==> src/rtl/cfa_grad_scheduler_if.sv <==
// Pixel, gradient-unit and result handshake bundle for cfa_grad_scheduler.
// master = scheduler side, slave = line buffer / gradient unit / consumer side.
interface cfa_grad_scheduler_if #(
  parameter int ROW_W = 9,
  parameter int COL_W = 10
);
  logic             frame_start;
  logic             pix_valid;
  logic             pix_ready;
  logic             win_start;
  logic [7:0]       grad_hs;
  logic [7:0]       grad_vs;
  logic [7:0]       grad_hf;
  logic [7:0]       grad_vf;
  logic             out_valid;
  logic             out_ready;
  logic [31:0]      out_grad;
  logic [ROW_W-1:0] out_row;
  logic [COL_W-1:0] out_col;
  logic             out_last;
  logic             busy;
  logic             frame_done;

  modport master (
    input  frame_start, pix_valid, grad_hs, grad_vs, grad_hf, grad_vf, out_ready,
    output pix_ready, win_start, out_valid, out_grad, out_row, out_col, out_last,
           busy, frame_done
  );

  modport slave (
    output frame_start, pix_valid, grad_hs, grad_vs, grad_hf, grad_vf, out_ready,
    input  pix_ready, win_start, out_valid, out_grad, out_row, out_col, out_last,
           busy, frame_done
  );
endinterface

==> src/rtl/cfa_grad_scheduler.sv <==
// Frame sequencer for the 5x5 CFA gradient unit: issues one start per interior window,
// tags it with its centre, captures gradients GRAD_LAT cycles later into a credit-guarded FIFO.
module cfa_grad_scheduler #(
  parameter int IMG_W      = 640,
  parameter int IMG_H      = 480,
  parameter int COL_W      = 10,
  parameter int ROW_W      = 9,
  parameter int GRAD_LAT   = 3,
  parameter int FIFO_DEPTH = 4
) (
  input logic                 clk,
  input logic                 rst,
  cfa_grad_scheduler_if.master bus
);
  localparam int PTR_W = $clog2(FIFO_DEPTH);
  localparam int CNT_W = PTR_W + 1;
  localparam logic [COL_W-1:0] COL_LAST = COL_W'(IMG_W - 1);
  localparam logic [ROW_W-1:0] ROW_LAST = ROW_W'(IMG_H - 1);
  localparam logic [CNT_W:0]   CREDITS  = (CNT_W + 1)'(FIFO_DEPTH);

  typedef enum logic [1:0] {IDLE, RUN, DRAIN, DONE} state_t;

  typedef struct packed {
    logic [ROW_W-1:0] row;
    logic [COL_W-1:0] col;
    logic             last;
  } tag_t;

  typedef struct packed {
    logic [31:0] grad;
    tag_t        tag;
  } entry_t;

  state_t           state, state_nxt;
  logic [ROW_W-1:0] row;
  logic [COL_W-1:0] col;
  logic [CNT_W-1:0] inflight;
  logic [CNT_W-1:0] fifo_count;
  logic [PTR_W-1:0] wr_ptr, rd_ptr;
  entry_t           mem [FIFO_DEPTH];
  logic [GRAD_LAT:0] tag_vld;
  tag_t             tag_pipe [GRAD_LAT+1];
  entry_t           head;

  logic win_pix, last_pix, has_credit, accept, issue, push, pop;

  assign win_pix    = (row >= ROW_W'(4)) && (col >= COL_W'(4));
  assign last_pix   = (row == ROW_LAST) && (col == COL_LAST);
  // inflight + fifo_count is the number of results already promised a FIFO slot
  assign has_credit = ({1'b0, fifo_count} + {1'b0, inflight}) < CREDITS;
  assign accept     = bus.pix_valid && bus.pix_ready;
  assign issue      = accept && win_pix;
  assign push       = tag_vld[GRAD_LAT];
  assign pop        = bus.out_valid && bus.out_ready;

  assign bus.pix_ready  = (state == RUN) && (!win_pix || has_credit);
  assign bus.win_start  = tag_vld[0];
  assign bus.busy       = (state != IDLE);
  assign bus.frame_done = (state == DONE);

  assign head          = mem[rd_ptr];
  assign bus.out_valid = (fifo_count != '0);
  assign bus.out_grad  = bus.out_valid ? head.grad     : '0;
  assign bus.out_row   = bus.out_valid ? head.tag.row  : '0;
  assign bus.out_col   = bus.out_valid ? head.tag.col  : '0;
  assign bus.out_last  = bus.out_valid ? head.tag.last : 1'b0;

  always_comb begin
    state_nxt = state;
    case (state)
      IDLE:    if (bus.frame_start) state_nxt = RUN;
      RUN:     if (accept && last_pix) state_nxt = DRAIN;
      DRAIN:   if (inflight == '0 && fifo_count == '0) state_nxt = DONE;
      DONE:    state_nxt = IDLE;
      default: state_nxt = IDLE;
    endcase
  end

  always_ff @(posedge clk) begin
    if (rst) begin
      state      <= IDLE;
      row        <= '0;
      col        <= '0;
      inflight   <= '0;
      fifo_count <= '0;
      wr_ptr     <= '0;
      rd_ptr     <= '0;
      tag_vld    <= '0;
    end else begin
      state <= state_nxt;
      if (state == IDLE && bus.frame_start) begin
        row <= '0;
        col <= '0;
      end else if (accept) begin
        if (col == COL_LAST) begin
          col <= '0;
          row <= last_pix ? '0 : row + ROW_W'(1);
        end else begin
          col <= col + COL_W'(1);
        end
      end
      tag_vld    <= {tag_vld[GRAD_LAT-1:0], issue};
      inflight   <= inflight + CNT_W'(issue) - CNT_W'(push);
      fifo_count <= fifo_count + CNT_W'(push) - CNT_W'(pop);
      if (push) wr_ptr <= wr_ptr + PTR_W'(1);
      if (pop)  rd_ptr <= rd_ptr + PTR_W'(1);
    end
  end

  // Payload registers carry no reset; their valid bits above qualify them.
  always_ff @(posedge clk) begin
    tag_pipe[0] <= '{row: row - ROW_W'(2), col: col - COL_W'(2), last: last_pix};
    for (int i = 1; i <= GRAD_LAT; i++) begin
      tag_pipe[i] <= tag_pipe[i-1];
    end
    if (push) begin
      mem[wr_ptr] <= '{grad: {bus.grad_hs, bus.grad_vs, bus.grad_hf, bus.grad_vf},
                       tag:  tag_pipe[GRAD_LAT]};
    end
  end

  fifo_no_overflow: assert property (@(posedge clk) disable iff (rst)
    !(push && fifo_count == CNT_W'(FIFO_DEPTH)));

endmodule

==> src/flat_wrapper.sv <==
// flat-port wrapper written by rule: the top's interface ports become plain ports
module cfa_grad_scheduler_flat 
#(
  parameter int IMG_W      = 640,
  parameter int IMG_H      = 480,
  parameter int COL_W      = 10,
  parameter int ROW_W      = 9,
  parameter int GRAD_LAT   = 3,
  parameter int FIFO_DEPTH = 4
)
  (clk, rst, bus_frame_start, bus_pix_valid, bus_grad_hs, bus_grad_vs, bus_grad_hf, bus_grad_vf, bus_out_ready, bus_pix_ready, bus_win_start, bus_out_valid, bus_out_grad, bus_out_row, bus_out_col, bus_out_last, bus_busy, bus_frame_done);
  cfa_grad_scheduler_if #(.ROW_W(ROW_W), .COL_W(COL_W)) bus_i ();
  input logic clk;
  input logic rst;
  input wire logic [$bits(bus_i.frame_start)-1:0] bus_frame_start;
  input wire logic [$bits(bus_i.pix_valid)-1:0] bus_pix_valid;
  input wire logic [$bits(bus_i.grad_hs)-1:0] bus_grad_hs;
  input wire logic [$bits(bus_i.grad_vs)-1:0] bus_grad_vs;
  input wire logic [$bits(bus_i.grad_hf)-1:0] bus_grad_hf;
  input wire logic [$bits(bus_i.grad_vf)-1:0] bus_grad_vf;
  input wire logic [$bits(bus_i.out_ready)-1:0] bus_out_ready;
  output wire logic [$bits(bus_i.pix_ready)-1:0] bus_pix_ready;
  output wire logic [$bits(bus_i.win_start)-1:0] bus_win_start;
  output wire logic [$bits(bus_i.out_valid)-1:0] bus_out_valid;
  output wire logic [$bits(bus_i.out_grad)-1:0] bus_out_grad;
  output wire logic [$bits(bus_i.out_row)-1:0] bus_out_row;
  output wire logic [$bits(bus_i.out_col)-1:0] bus_out_col;
  output wire logic [$bits(bus_i.out_last)-1:0] bus_out_last;
  output wire logic [$bits(bus_i.busy)-1:0] bus_busy;
  output wire logic [$bits(bus_i.frame_done)-1:0] bus_frame_done;
  assign bus_i.frame_start = bus_frame_start;
  assign bus_i.pix_valid = bus_pix_valid;
  assign bus_i.grad_hs = bus_grad_hs;
  assign bus_i.grad_vs = bus_grad_vs;
  assign bus_i.grad_hf = bus_grad_hf;
  assign bus_i.grad_vf = bus_grad_vf;
  assign bus_i.out_ready = bus_out_ready;
  assign bus_pix_ready = bus_i.pix_ready;
  assign bus_win_start = bus_i.win_start;
  assign bus_out_valid = bus_i.out_valid;
  assign bus_out_grad = bus_i.out_grad;
  assign bus_out_row = bus_i.out_row;
  assign bus_out_col = bus_i.out_col;
  assign bus_out_last = bus_i.out_last;
  assign bus_busy = bus_i.busy;
  assign bus_frame_done = bus_i.frame_done;
  cfa_grad_scheduler #(.IMG_W(IMG_W), .IMG_H(IMG_H), .COL_W(COL_W), .ROW_W(ROW_W), .GRAD_LAT(GRAD_LAT), .FIFO_DEPTH(FIFO_DEPTH)) u_core (.clk(clk), .rst(rst), .bus(bus_i));
endmodule
==> config.mk <==
export PLATFORM = sky130hd
export DESIGN_NAME = cfa_grad_scheduler_flat
export DESIGN_NICKNAME = d
export VERILOG_FILES = /design/src/rtl/cfa_grad_scheduler_if.sv /design/src/rtl/cfa_grad_scheduler.sv /design/src/flat_wrapper.sv
export SDC_FILE = /design/constraint.sdc
export NUM_CORES = 1
export LEC_CHECK = 0
export CAP_MARGIN = 10
export CORE_MARGIN = 2
export CORE_UTILIZATION = 37
export CTS_CLUSTER_DIAMETER = 30
export DETAILED_ROUTE_END_ITERATION = 10
export GPL_TIMING_DRIVEN = 0
export PLACE_DENSITY = 0.54
export SYNTH_ARGS = -nofsm -noshare
export SYNTH_HDL_FRONTEND = slang
export SYNTH_SLANG_ARGS = --single-unit
export TNS_END_PERCENT = 1
==> constraint.sdc <==
create_clock -name clk -period 4.8 [get_ports clk]
set_input_delay 0.48 -clock clk [delete_from_list [all_inputs] [get_ports clk]]
set_output_delay 0.48 -clock clk [all_outputs]
set_load 0.02 [all_outputs]
### After elaboration in Yosys (flattened, before gate mapping)

Memories as Yosys holds them, arrays and structs flattened. A register that Yosys moved wholly into a read port is not among the register bits.
Cells that the tools add are included.

* flip-flop bits (word level): 35
* latch bits: 0
* memory bits (writable): 288
* ROM bits: 0
* input port bits: 37
* output and inout bits: 57
* logic and storage cells: 65
* memories: 2

Memories
* u_core.mem: words 4, width 52, read ports 1, clocked after Yosys merged registers in 1, wr ports 1, line cfa_grad_scheduler.sv:40 `entry_t mem [FIFO_DEPTH];`
* u_core.tag_pipe: words 4, width 20, read ports 4, clocked after Yosys merged registers in 0, wr ports 4, line cfa_grad_scheduler.sv:42 `tag_t tag_pipe [GRAD_LAT+1];`

* $add $sub $neg: 11
* $mul: 0
* divide/modulo/power cells: 0
* magnitude comparators: 3
* equal/unequal tests: 8
* shift operators: 0
* muxes and demuxes: 14
* bitwise operators: 0
* reductions and logical operators: 19

Operator list (count)
* $mux 32: 1
* $mux 10: 2
* $mux 9: 2
* $add 10x1->10 const B: 1
* $eq 10x10->1 const B: 1
* $ge 10x3->1 const B: 1
* $mux 2: 5
* $sub 10x2->10 const B: 1
* $add 9x1->9 const B: 1
* $eq 9x9->1 const B: 1
* $ge 9x3->1 const B: 1
* $logic_and 1x1->1: 9
* $sub 9x2->9 const B: 1
* $pmux 2 s4: 1
* $add 3x1->3: 2
* $logic_not 3->1: 2
* $sub 3x1->3: 2
* $add 2x1->2 const B: 2
* $add 3x3->4: 1
* $eq 2x2->1 const B: 2
* $lt 4x3->1 const B: 1
* $ne 2x2->1 const B: 2
* $mux 1: 3
* $reduce_and 3->1: 1
* other kinds (9): 9

### Longest topological paths before layout

Gate-level depths: netlist of the first run.

* depth after elaboration: 9
* depth in mapped cells: 11
* depth with buffers taken out: 10

### Worst setup path after synthesis of the first run

No wires, ideal clock.

* kind: register to register
* start point: register u_core.fifo_count[1]
* end point: register u_core.fifo_count[2]
* library setup time: 128 ps
* data arrival time: 2231 ps
* data required time: 4672 ps
* path slack: 2441 ps
* stages on the path, launching flop included: 12
* path buffers: 1
* period minus slack after synthesis: 2359 ps
* cells stage by stage: dfxtp_1 -> or3_1 -> clkbuf_1 -> and2_1 -> ha_1 -> inv_1 -> ha_1 -> inv_1 -> fa_1 -> xor2_1 -> xnor2_1 -> nor2_1

* longest elaborated chain between the ends: 3
* elaborated cells between the ends (all ways): 4
* classes of those cells: 2 x add/sub; 2 x reduce/logical

RTL lines
* start: declaration: line cfa_grad_scheduler.sv:38 `logic [CNT_W-1:0] fifo_count;`
* start signal: assignment: line cfa_grad_scheduler.sv:104 `fifo_count <= fifo_count + CNT_W'(push) - CNT_W'(pop);`
* $reduce_bool 3->1: line cfa_grad_scheduler.sv:62 `assign bus.out_valid = (fifo_count != '0);`
* $logic_and 1x1->1: line cfa_grad_scheduler.sv:54 `assign pop = bus.out_valid && bus.out_ready;`
* named net u_core.pop: line cfa_grad_scheduler.sv:45 `logic win_pix, last_pix, has_credit, accept, issue, push, pop;`
* $sub 3x1->3: line cfa_grad_scheduler.sv:104

The timed path passes the listed nets, and every way through them passes these cells.
A chain may end at the register's enable or synchronous reset.

### Worst setup path in the final report of the first run

* start point: register u_core.fifo_count[1]
* end point: output bus_out_col[8]

* longest elaborated chain between the ends: 2

RTL lines
* $reduce_bool 3->1: line cfa_grad_scheduler.sv:62
* $mux 10: line cfa_grad_scheduler.sv:65 `assign bus.out_col = bus.out_valid ? head.tag.col : '0;`
* end: declaration: line flat_wrapper.sv:27 `output wire logic [$bits(bus_i.out_col)-1:0] bus_out_col;`

No other way between the ends.

==> metrics.md, run 1 <==
| Metric | Value |
|---|---|
| Worst Hold Launch | `u_core.tag_pipe[2][14]` |
| DP HPWL | `13100 um` |
| Post-Syn Area | `0.0117 mm2` |
| CTS tree | `yes` |
| Final wirelength | `21900 um` |
| Worst Hold Path EP | `u_core.tag_pipe[3][14]` |
| Crit path cell chain | `or3_1 > clkbuf_1 > clkbuf_1 > and2_1 > clkdlybuf4s50_1` |
| Setup violators final | `0` |
| Final TNS setup | `0 ns` |
| PwrDens | `614 mW/mm2` |
| Area contributors post-synth | `edfxtp_1, dfxtp_1, mux4_2, and2_1, ha_1` |
| Req. time, crit path | `4.32 ns` |
| Reg2Reg Launch Point | `u_core.fifo_count[1]` |
| Crit path DAT | `2.96 ns` |
| Maximum vdd drop | `0.311 mV` |
| DR WL/cell | `17.0 um` |
| Relative slew slack | `41.5%` |
| Clock latency on the worst-skew pair | `0.57 ns` |
| Register area | `0.00859 mm2` |
| Top delay family on crit path | `buffers and inverters` |
| Startpoint Class | `flip-flop` |
| Finished Layout Cells | `1286` |
| Post-synth top cells | `edfxtp_1, dfxtp_1, and2_1` |
| Setup WS post-layout | `1.36 ns` |
| Initial antenna violation count | `0` |
| Global-route wire length before repair | `35400 um` |
| Grt total ovfl | `0` |
| # IOs | `94` |
| Status | `complete, no violations` |
| Core Rows | `65` |
| Pin count of the biggest net entering global routing | `53` |
| Post-synth EDFFs | `208` |
| Post-synthesis sequential area ratio | `73.4%` |
| Clk sinks | `325` |
| Clk slew on worst S/H paths | `0.05 ns` |
| Reg2reg end | `u_core.fifo_count[2]` |
| Syn_nets | `737` |
| Share of the synthesized area in the top cell type | `53.4%` |
| Total GRT Usage | `13.6%` |
| Drt first-iter violations | `391` |
| Width of the die | `182 um` |
| Tmin final | `3.44 ns` |
| Adder-cell share of the synthesized area | `2.80%` |
| R2r setup slk | `2.03 ns` |
| Filler cells | `2654` |
| Critical path buffers and inverters | `3` |
| CP Capture Type | `primary output` |
| Post-synthesis compound-gate area fraction | `2.38%` |
| Ant diodes | `0` |
| Largest family of logic cells by synthesized area | `multiplexers` |
| Layout cells sized above 1 | `20.2%` |
| Via density | `4.80` |
| Final core occ | `48.6%` |
| Post-Route Skew | `0.0145 ns` |
| Full die area | `0.0331 mm2` |
| Synth Register Bits | `325` |
| Yosys warning total | `0` |
| Root Driver | `clkbuf_16` |
| Slew Limit Fails | `0` |
| Slew @ Worst Pin | `0.877 ns` |
| Number of max-cap violations | `0` |
| Clock buffer depth | `3` |
| Hold Path Class | `reg2reg` |
| Post-Synth XOR/XNOR Area | `1.80%` |
| Number of port buffers | `93` |
| Post-CTS sizing | `0` |
| Post-CTS setup buffer count | `0` |
| CP peak stage delay | `0.66 ns` |
| # hold bufs at CTS | `0` |
| Gpl congestion | `0.830` |
| P&R area growth vs syn | `30.4%` |
| Fin Hold WS | `0.320 ns` |
| Period utilization | `71.6%` |
| Distinct cell type count of the synthesized netlist | `45` |
| Inst Count DP | `1170` |
| Number of global-route vias before repair | `6615` |
| Simple-gate area share of the yosys netlist | `7.57%` |
| Most used cell along the critical path | `clkbuf_1` |
| Final hold viol count | `0` |
| Total iterations of the first detailed-routing run | `6` |
| Starting density of the core | `37.3%` |
| CTS buffer count | `61` |
| WHS Path Cells | `0` |
| Post-Place Worst Slack | `1.80 ns` |
| Fmax | `291 MHz` |
| Worst Setup Path Type | `reg2out` |
| Core area | `0.0314 mm2` |
| Total Nets Final | `893` |
| Largest area contributor in the netlist | `edfxtp_1` |
| DRC errors left | `0` |
| Routed via count | `6172` |
| Post-DRT Antenna Nets | `0` |
| Die height | `182 um` |
| Worst Reg2Reg Path Length in Cells | `11` |
| LEAKAGE | `0.00512 uW` |
| Worst Path Max Fanout | `10` |
| H-tree depth | `2` |
| Critical-path top delay cell | `clkdlybuf4s50_1` |
| Share of synthesized flip-flops with an asynchronous set or reset | `0%` |
| Unrepaired setup endpoints after global routing | `false` |
| Area of the multi-input gates | `0.00291 mm2` |
| Syn Area/Cell | `17.3 um2` |
| Mux contribution to synthesized area | `10.3%` |
| Gate Count Post-Synth | `675` |
| Most common cell in the synthesized netlist | `edfxtp_1` |
| Top FF cell, synth | `edfxtp_1` |
==> power breakdown <==
part	total, uW	leakage (uW)	switching, uW	internal (uW)
Clock	4230	0.00103	1440	2790
Sequential	3040	0.00271	32.3	3010
Combinational	2100	0.00138	1090	1000
Total	9370	0.00512	2570	6800
==> metal layers <==
| metal | GRT usage [%] | routed length, um | up-vias |
|---|---|---|---|
| li1 | - | - | 2884 |
| met1 | 17.2 | 9670 | 3076 |
| met2 | 23.0 | 10700 | 175 |
| met3 | 3.25 | 1110 | 37 |
| met4 | 4.35 | 416 | 0 |
| met5 | 0 | 0 | - |
==> metrics by stage <==
stage / total power (uW) / area (um2)
after floorplan: 4310 / 11700
after global placement: 5220 / 13100
after detailed placement: 5230 / 13100
after CTS: 9510 / 15300
after global routing: 9770 / 15300
final: 9370 / 15300
==> layout by cell type, fill, tap and decap left out, types with 4 or more instances in the layout <==
master / n
inv_1: 22
nor3_1: 7
xnor2_1: 15
o21ai_0: 7
clkinvlp_4: 6
and2_1: 55
or4_1: 5
inv_6: 10
xor2_1: 9
nand3_1: 7
or3_1: 8
clkbuf_1: 21
nor2b_1: 6
bufinv_16: 6
clkinv_4: 5
nand4_1: 4
clkinv_2: 9
a21oi_1: 15
mux4_2: 52
dfxtp_1: 117
ha_1: 23
edfxtp_1: 208
clkinv_1: 5
inv_8: 4
buf_2: 8
clkbuf_16: 64
nand2_1: 27
nor2_1: 21
and2_4: 4
clkdlybuf4s50_1: 93
==> worst max-delay path by stage <==
stage | startpoint | cells after the start | endpoint
detailed placement | u_core.fifo_count[1] | 5 | bus_out_col[0]
global route | u_core.fifo_count[1] | 5 | bus_out_col[8]
CTS | u_core.fifo_count[1] | 5 | bus_out_col[0]
global placement | u_core.wr_ptr[0] | 3 | u_core.mem[0][27]
finish | u_core.fifo_count[1] | 5 | bus_out_col[8]
floorplan | u_core.fifo_count[1] | 11 | u_core.fifo_count[2]
==> layout make-up <==
| class | instances | share of cell area [%] |
|---|---|---|
| buffer | 27 | 0.853 |
| clock buffer | 69 | 10.6 |
| clock inverter | 47 | 3.22 |
| inverter | 22 | 0.541 |
| multi-input combinational | 301 | 19.1 |
| sequential | 325 | 56.3 |
| tap | 402 | 3.30 |
| timing repair buffer | 93 | 6.10 |
==> kinds of logic after synthesis <==
group / count (synthesis)
buf+inv: 49
mux: 55
compound gates: 42
flops: 325
xor+xnor: 24
fa+ha+maj: 25
simple gates: 155
==> flip-flops by register name, summed over array words and instances, names as in the netlist, 3 cells and up, named ones only <==
signal / count
u_core.fifo_count: 3
u_core.tag_vld: 4
u_core.col: 10
u_core.tag_pipe: 80
u_core.mem: 208
u_core.inflight: 3
u_core.row: 9
(Power assumes the default switching activity.)
==> run 2: changes to the inputs <==
PLACE_DENSITY = 0.56   (was 0.54)
clock period = 3 ns   (was 4.8 ns; I/O delays follow)
==> metrics.md, run 2 (synthesis gave the netlist of run 1 again) <==
| Metric | Value |
|---|---|
| Status | `complete, no violations` |
| Die height | `182 um (unchanged)` |
| Top delay family on crit path | `simple AND/OR/NAND/NOR gates` |
| Inst Count DP | `1170 (unchanged)` |
| Root Driver | `clkbuf_16` |
| Width of the die | `182 um (unchanged)` |
| Final hold viol count | `0 (unchanged)` |
| Global-route wire length before repair | `34900 um (-1.2%)` |
| Drt first-iter violations | `293 (-25%)` |
| Hold Path Class | `reg2reg` |
| Critical path buffers and inverters | `1 (-2)` |
| Slew @ Worst Pin | `0.846 ns (-0.0315 ns)` |
| Final TNS setup | `0 ns (unchanged)` |
| Uppermost layer routed | `met4` |
| Slew Limit Fails | `0 (unchanged)` |
| Total Nets Final | `899 (+0.67%)` |
| Post-DRT Antenna Nets | `0 (unchanged)` |
| Crit path cell chain | `ha_1 > and3_1 > or4_1 > a21boi_0 > dlygate4sd2_1` |
| LEAKAGE | `0.00522 uW (+1.9%)` |
| Total iterations of the first detailed-routing run | `4 (-2)` |
| Critical-path top delay cell | `or4_1` |
| CP Capture Type | `primary output` |
| Core Rows | `65 (unchanged)` |
| Fmax | `343 MHz` |
| Setup violators final | `0 (unchanged)` |
| Layout cells sized above 1 | `21.5% (+1.3 points)` |
| Maximum vdd drop | `0.478 mV (+53%)` |
| Initial antenna violation count | `0 (unchanged)` |
| Relative slew slack | `43.6% (+2.1 points)` |
| Clock buffer depth | `3 (unchanged)` |
| Startpoint Class | `flip-flop` |
| Max reg flops | `208 (unchanged)` |
| Design Area, Final | `0.0155 mm2 (+1.3%)` |
| Number of max-cap violations | `0 (unchanged)` |
| Worst Path Max Fanout | `4 (-6)` |
| Metal3 WL | `1080 um (-2.5%)` |
| DRC errors left | `0 (unchanged)` |
| Via density | `4.72 (-1.7%)` |
| Clock latency on the worst-skew pair | `0.54 ns (-0.03 ns)` |
| Core area | `0.0314 mm2 (unchanged)` |
| CTS tree | `yes` |
| Clk sinks | `325 (unchanged)` |
| DP HPWL | `12500 um (-4.4%)` |
| Largest regs | `u_core.mem (208), u_core.tag_pipe (80), u_core.col (10)` |
| PwrDens | `1000 mW/mm2 (+64%)` |
| Fin Hold WS | `0.318 ns (-0.00189 ns)` |
| Ant diodes | `0 (unchanged)` |
| Post-Route Skew | `0.0193 ns (+0.00486 ns)` |
| Pin count of the biggest net entering global routing | `53 (unchanged)` |
| Commonest non-fill, non-tap cell in the layout | `edfxtp_1` |
| H-tree depth | `3 (+1)` |
| Unrepaired setup endpoints after global routing | `true` |
| Number of global-route vias before repair | `6488 (-1.9%)` |
| DR WL/cell | `16.8 um (-1.4%)` |
| Placed instance area | `0.0131 mm2 (unchanged)` |
| Tmin final | `2.92 ns` |
| Most frequent cells in the layout | `edfxtp_1, dfxtp_1, clkdlybuf4s50_1, clkbuf_16, and2_1` |
| Clk slew on worst S/H paths | `0.05 ns (about the same)` |
| Finished Layout Cells | `1294 (+0.62%)` |
| Post-CTS setup buffer count | `0 (unchanged)` |
| Routed via count | `6105 (-1.1%)` |
| Gpl congestion | `0.760 (-8.5%)` |
| Starting density of the core | `37.3% (unchanged)` |
| Worst Setup Path Type | `reg2out` |
| Total GRT Usage | `13.6% (+0.050 points)` |
| Wire length on met1 | `9860 um (+2.0%)` |
| Req. time, crit path | `2.70 ns (-1.62 ns)` |
| CP peak stage delay | `0.50 ns (-0.16 ns)` |
| Full die area | `0.0331 mm2 (unchanged)` |
| P&R area growth vs syn | `32.1%` |
| Final core occ | `49.3% (+0.65 points)` |
| # IOs | `94 (unchanged)` |
| Number of port buffers | `93 (unchanged)` |
| Grt total ovfl | `0 (unchanged)` |
| Period utilization | `97.2%` |
| Reg with most FFs | `u_core.mem` |
| Crit path DAT | `2.62 ns (-0.34 ns)` |
| Filler cells | `2638 (-0.60%)` |
| CTS buffer count | `68 (+11%)` |
| Final wirelength | `21700 um (-0.75%)` |
| Met2 wire len | `10200 um (-4.9%)` |
-- run 2: what timing repair did --
| action | CTS | global route |
|---|---|---|
| endpoints found under the hold margin | 0 | 0 |
| gates resized for setup | 14 | 4 |
| hold buffers | 0 | 0 |
| setup endpoints to repair | 52 | 41 |
-- run 2: metal layers --
metal,vias to the layer above,GRT usage (%)
met1,2995,17.5
met2,162,22.1
met5,-,0
li1,2889,-
met3,59,3.49
met4,0,5.74
-- run 2: path summary, 6_finish.rpt --
path / from / endpoint / slack [ns] / cells after the start
setup reg to reg: u_core.row[6] / u_core.inflight[2] / 0.25 / 10
hold reg to reg: u_core.tag_pipe[2][7] / u_core.tag_pipe[3][7] / 0.32 / 0
hold / removal: u_core.tag_pipe[2][7] / u_core.tag_pipe[3][7] / 0.32 / 0
setup / recovery: u_core.fifo_count[1] / bus_pix_ready / 0.08 / 5
-- run 2: per-stage QoR --
step	setup WS (ns)	power [uW]
after floorplan	0.641	6900
after global placement	-0.324	8330
after detailed placement	0.272	8320
after CTS	0.00823	15800
after global routing	-0.0409	16200
final	0.0832	15500
-- run 2: power breakdown --
| part | internal [uW] | total, uW | switching [uW] |
|---|---|---|---|
| sequential | 4820 | 4870 | 51.4 |
| clock | 4950 | 7310 | 2360 |
| combinational | 1630 | 3350 | 1710 |
-- run 2: worst reg2reg max path, cell delays in order (launching register included) --
cell and delay [ns]:
dfxtp_1 0.30, clkbuf_1 0.30, nor4_2 0.13, a32o_2 0.32
o21ai_2 0.26, clkbuf_1 0.40, nor2_1 0.10, ha_1 0.23
fa_1 0.38, xnor2_1 0.17, nor2_1 0.05
-- run 2: final cells by class --
class | instances | area [um2] | area share (%)
Sequential cell | 325 | 8590 | 55.5
Multi-Input combinational cell | 301 | 2920 | 18.9
Clock buffer | 81 | 1810 | 11.7
Timing Repair Buffer | 93 | 930 | 6.01
Tap cell | 402 | 503 | 3.25
Clock inverter | 44 | 482 | 3.11
Buffer | 26 | 149 | 0.963
Inverter | 22 | 82.6 | 0.534
==> run 3: changes to the inputs <==
GPL_TIMING_DRIVEN = 1   (was 0)
==> metrics.md, run 3 (synthesis gave the netlist of run 1 again) <==
| Metric | Value |
|---|---|
| Final core occ | `48.9% (-0.39 points)` |
| Core Rows | `65 (unchanged)` |
| Post-DRT Antenna Nets | `0 (unchanged)` |
| Placed instance area | `0.0132 mm2 (+0.26%)` |
| # IOs | `94 (unchanged)` |
| Commonest non-fill, non-tap cell in the layout | `edfxtp_1` |
| Layout cells sized above 1 | `20.8% (-0.76 points)` |
| Core area | `0.0314 mm2 (unchanged)` |
| Full die area | `0.0331 mm2 (unchanged)` |
| Total GRT Usage | `13.3% (-0.28 points)` |
| Final wirelength | `21400 um (-1.4%)` |
| LEAKAGE | `0.00512 uW (-1.8%)` |
| Worst Setup Path Type | `reg2out` |
| Reg2Reg Launch Point | `u_core.fifo_count[1]` |
| Width of the die | `182 um (unchanged)` |
| Total Nets Final | `874 (-2.8%)` |
| Drt first-iter violations | `343 (+17%)` |
| H-tree depth | `2 (-1)` |
| DRC errors left | `0 (unchanged)` |
| Setup violators final | `0 (unchanged)` |
| Req. time, crit path | `2.70 ns (about the same)` |
| Status | `complete, no violations` |
| Worst Hold Launch | `u_core.tag_pipe[2][17]` |
| Number of global-route vias before repair | `6643 (+2.4%)` |
| Tmin final | `2.91 ns (-0.00299 ns)` |
| DP HPWL | `12200 um (-2.6%)` |
| CTS tree | `yes` |
| DR WL/cell | `17.0 um (+0.91%)` |
| Slew @ Worst Pin | `0.628 ns (-0.217 ns)` |
| CP peak stage delay | `0.47 ns (-0.03 ns)` |
| Fmax | `343 MHz (+0.10%)` |
| Slew Limit Fails | `0 (unchanged)` |
| Clk slew on worst S/H paths | `0.05 ns (about the same)` |
| Ant diodes | `0 (unchanged)` |
| P&R area growth vs syn | `31.1%` |
| Number of max-cap violations | `0 (unchanged)` |
| R2r setup slk | `0.49 ns (+0.24 ns)` |
| Post-CTS setup buffer count | `0 (unchanged)` |
| Register area | `0.00859 mm2 (about the same)` |
| CTS buffer count | `59 (-13%)` |
| Critical-path top delay cell | `or4_1` |
| Largest regs | `u_core.mem (208), u_core.tag_pipe (80), u_core.col (10)` |
| Crit path cell chain | `ha_1 > and3_1 > or4_1 > a21boi_0 > dlygate4sd2_1` |
| Design Area, Final | `0.0153 mm2 (-0.80%)` |
| Grt total ovfl | `0 (unchanged)` |
| PwrDens | `994 mW/mm2 (-1.0%)` |
| CP Capture Type | `primary output` |
| Most frequent cells in the layout | `edfxtp_1, dfxtp_1, clkdlybuf4s50_1, clkbuf_16, and2_1` |
| Startpoint Class | `flip-flop` |
| Clock buffer depth | `3 (unchanged)` |
| Area of the multi-input gates | `0.00291 mm2 (-0.30%)` |
| Initial antenna violation count | `0 (unchanged)` |
| Pin count of the biggest net entering global routing | `55 (+3.8%)` |
| Max reg flops | `208 (unchanged)` |
| Final hold viol count | `0 (unchanged)` |
| Period utilization | `97.1% (-0.10 points)` |
| Starting density of the core | `37.3% (unchanged)` |
| Clock latency on the worst-skew pair | `0.56 ns (+0.02 ns)` |
| Reg with most FFs | `u_core.mem` |
| Hold Path Class | `reg2reg` |
| Maximum vdd drop | `0.502 mV (+5.0%)` |
| Root Driver | `clkbuf_16` |
| Relative slew slack | `57.7% (+14 points)` |
| Critical Path Source | `u_core.fifo_count[1]` |
| Number of port buffers | `93 (unchanged)` |
| Total Power | `15300 uW (-1.8%)` |
| # hold bufs at CTS | `0 (unchanged)` |
| Final TNS setup | `0 ns (unchanged)` |
| Post-Route Skew | `0.0115 ns (-0.00788 ns)` |
| Filler cells | `2600 (-1.4%)` |
| Via density | `4.83 (+2.4%)` |
| Total iterations of the first detailed-routing run | `4 (unchanged)` |
| Die height | `182 um (unchanged)` |
| Unrepaired setup endpoints after global routing | `false` |
| Clk sinks | `325 (unchanged)` |
| Gpl congestion | `0.770 (+1.3%)` |
| Global-route wire length before repair | `34800 um (-0.44%)` |
| Worst Path Max Fanout | `4 (unchanged)` |
| Crit path DAT | `2.61 ns (about the same)` |
| Routed via count | `6107 (+0.033%)` |
[run 3: cell count changes in the layout (fill, tap and decap cells not counted), sizes merged]
cell	previous run	this run
buf	15	10
clkbuf	92	67
clkinvlp	9	7
clkinv	15	10
bufinv	7	11
inv	35	38
[run 3: per-layer routing]
metal,track usage (%),vias up,part of all wire (%)
met3,3.23,34,4.6
met1,16.6,3098,45
li1,-,2828,-
met5,0,-,0
met2,22.8,147,49
met4,4.71,0,1.6
[run 3: path summary, 6_finish.rpt]
check / to / cells past startpoint
worst max register to register: u_core.fifo_count[2] / 10
worst max-delay path: bus_pix_ready / 5
worst min-delay path: u_core.tag_pipe[3][17] / 0
worst min register to register: u_core.tag_pipe[3][17] / 0
[run 3: repair_timing]
item / 4_1_cts / 5_1_grt
resized for setup: 1 / 0
hold endpoints to repair: 0 / 0
endpoints found under the setup margin: 1 / 0
[run 3: layout make-up]
class,instances,area share [%]
flip-flops and latches,325,56.0
multi-input cells,301,19.0
clock buffers,67,9.95
repair buffers,103,7.12
clock inverters,44,4.13
well taps,402,3.28
inverters,22,0.538
[run 3: stage by stage]
stage / hold slack, ns / cells / worst slack [ns]
floorplan: 0.310 / 675 / 0.641
global placement: 0.311 / 1153 / 0.460
detailed placement: 0.312 / 1153 / 0.423
CTS: 0.315 / 1264 / 0.0903
global route: 0.314 / 1264 / 0.00429
finish: 0.318 / 1264 / 0.0862
[run 3: where the power goes]
group	leakage (uW)	internal, uW	switching (uW)	total, uW
Sequential	0.00271	4820	81.0	4900
Clock	0.00103	4690	2320	7010
Combinational	0.00138	1640	1710	3340
[run 3: worst max-delay path: cells and delay by family (launching register included)]
kind,cells,cell delay (ns)
flip-flops,1,0.42
AND/OR/NAND/NOR,2,0.67
buffers and inverters,1,0.38
AO/OA/AOI/OAI,1,0.31
adder cells (fa/ha/maj),1,0.27
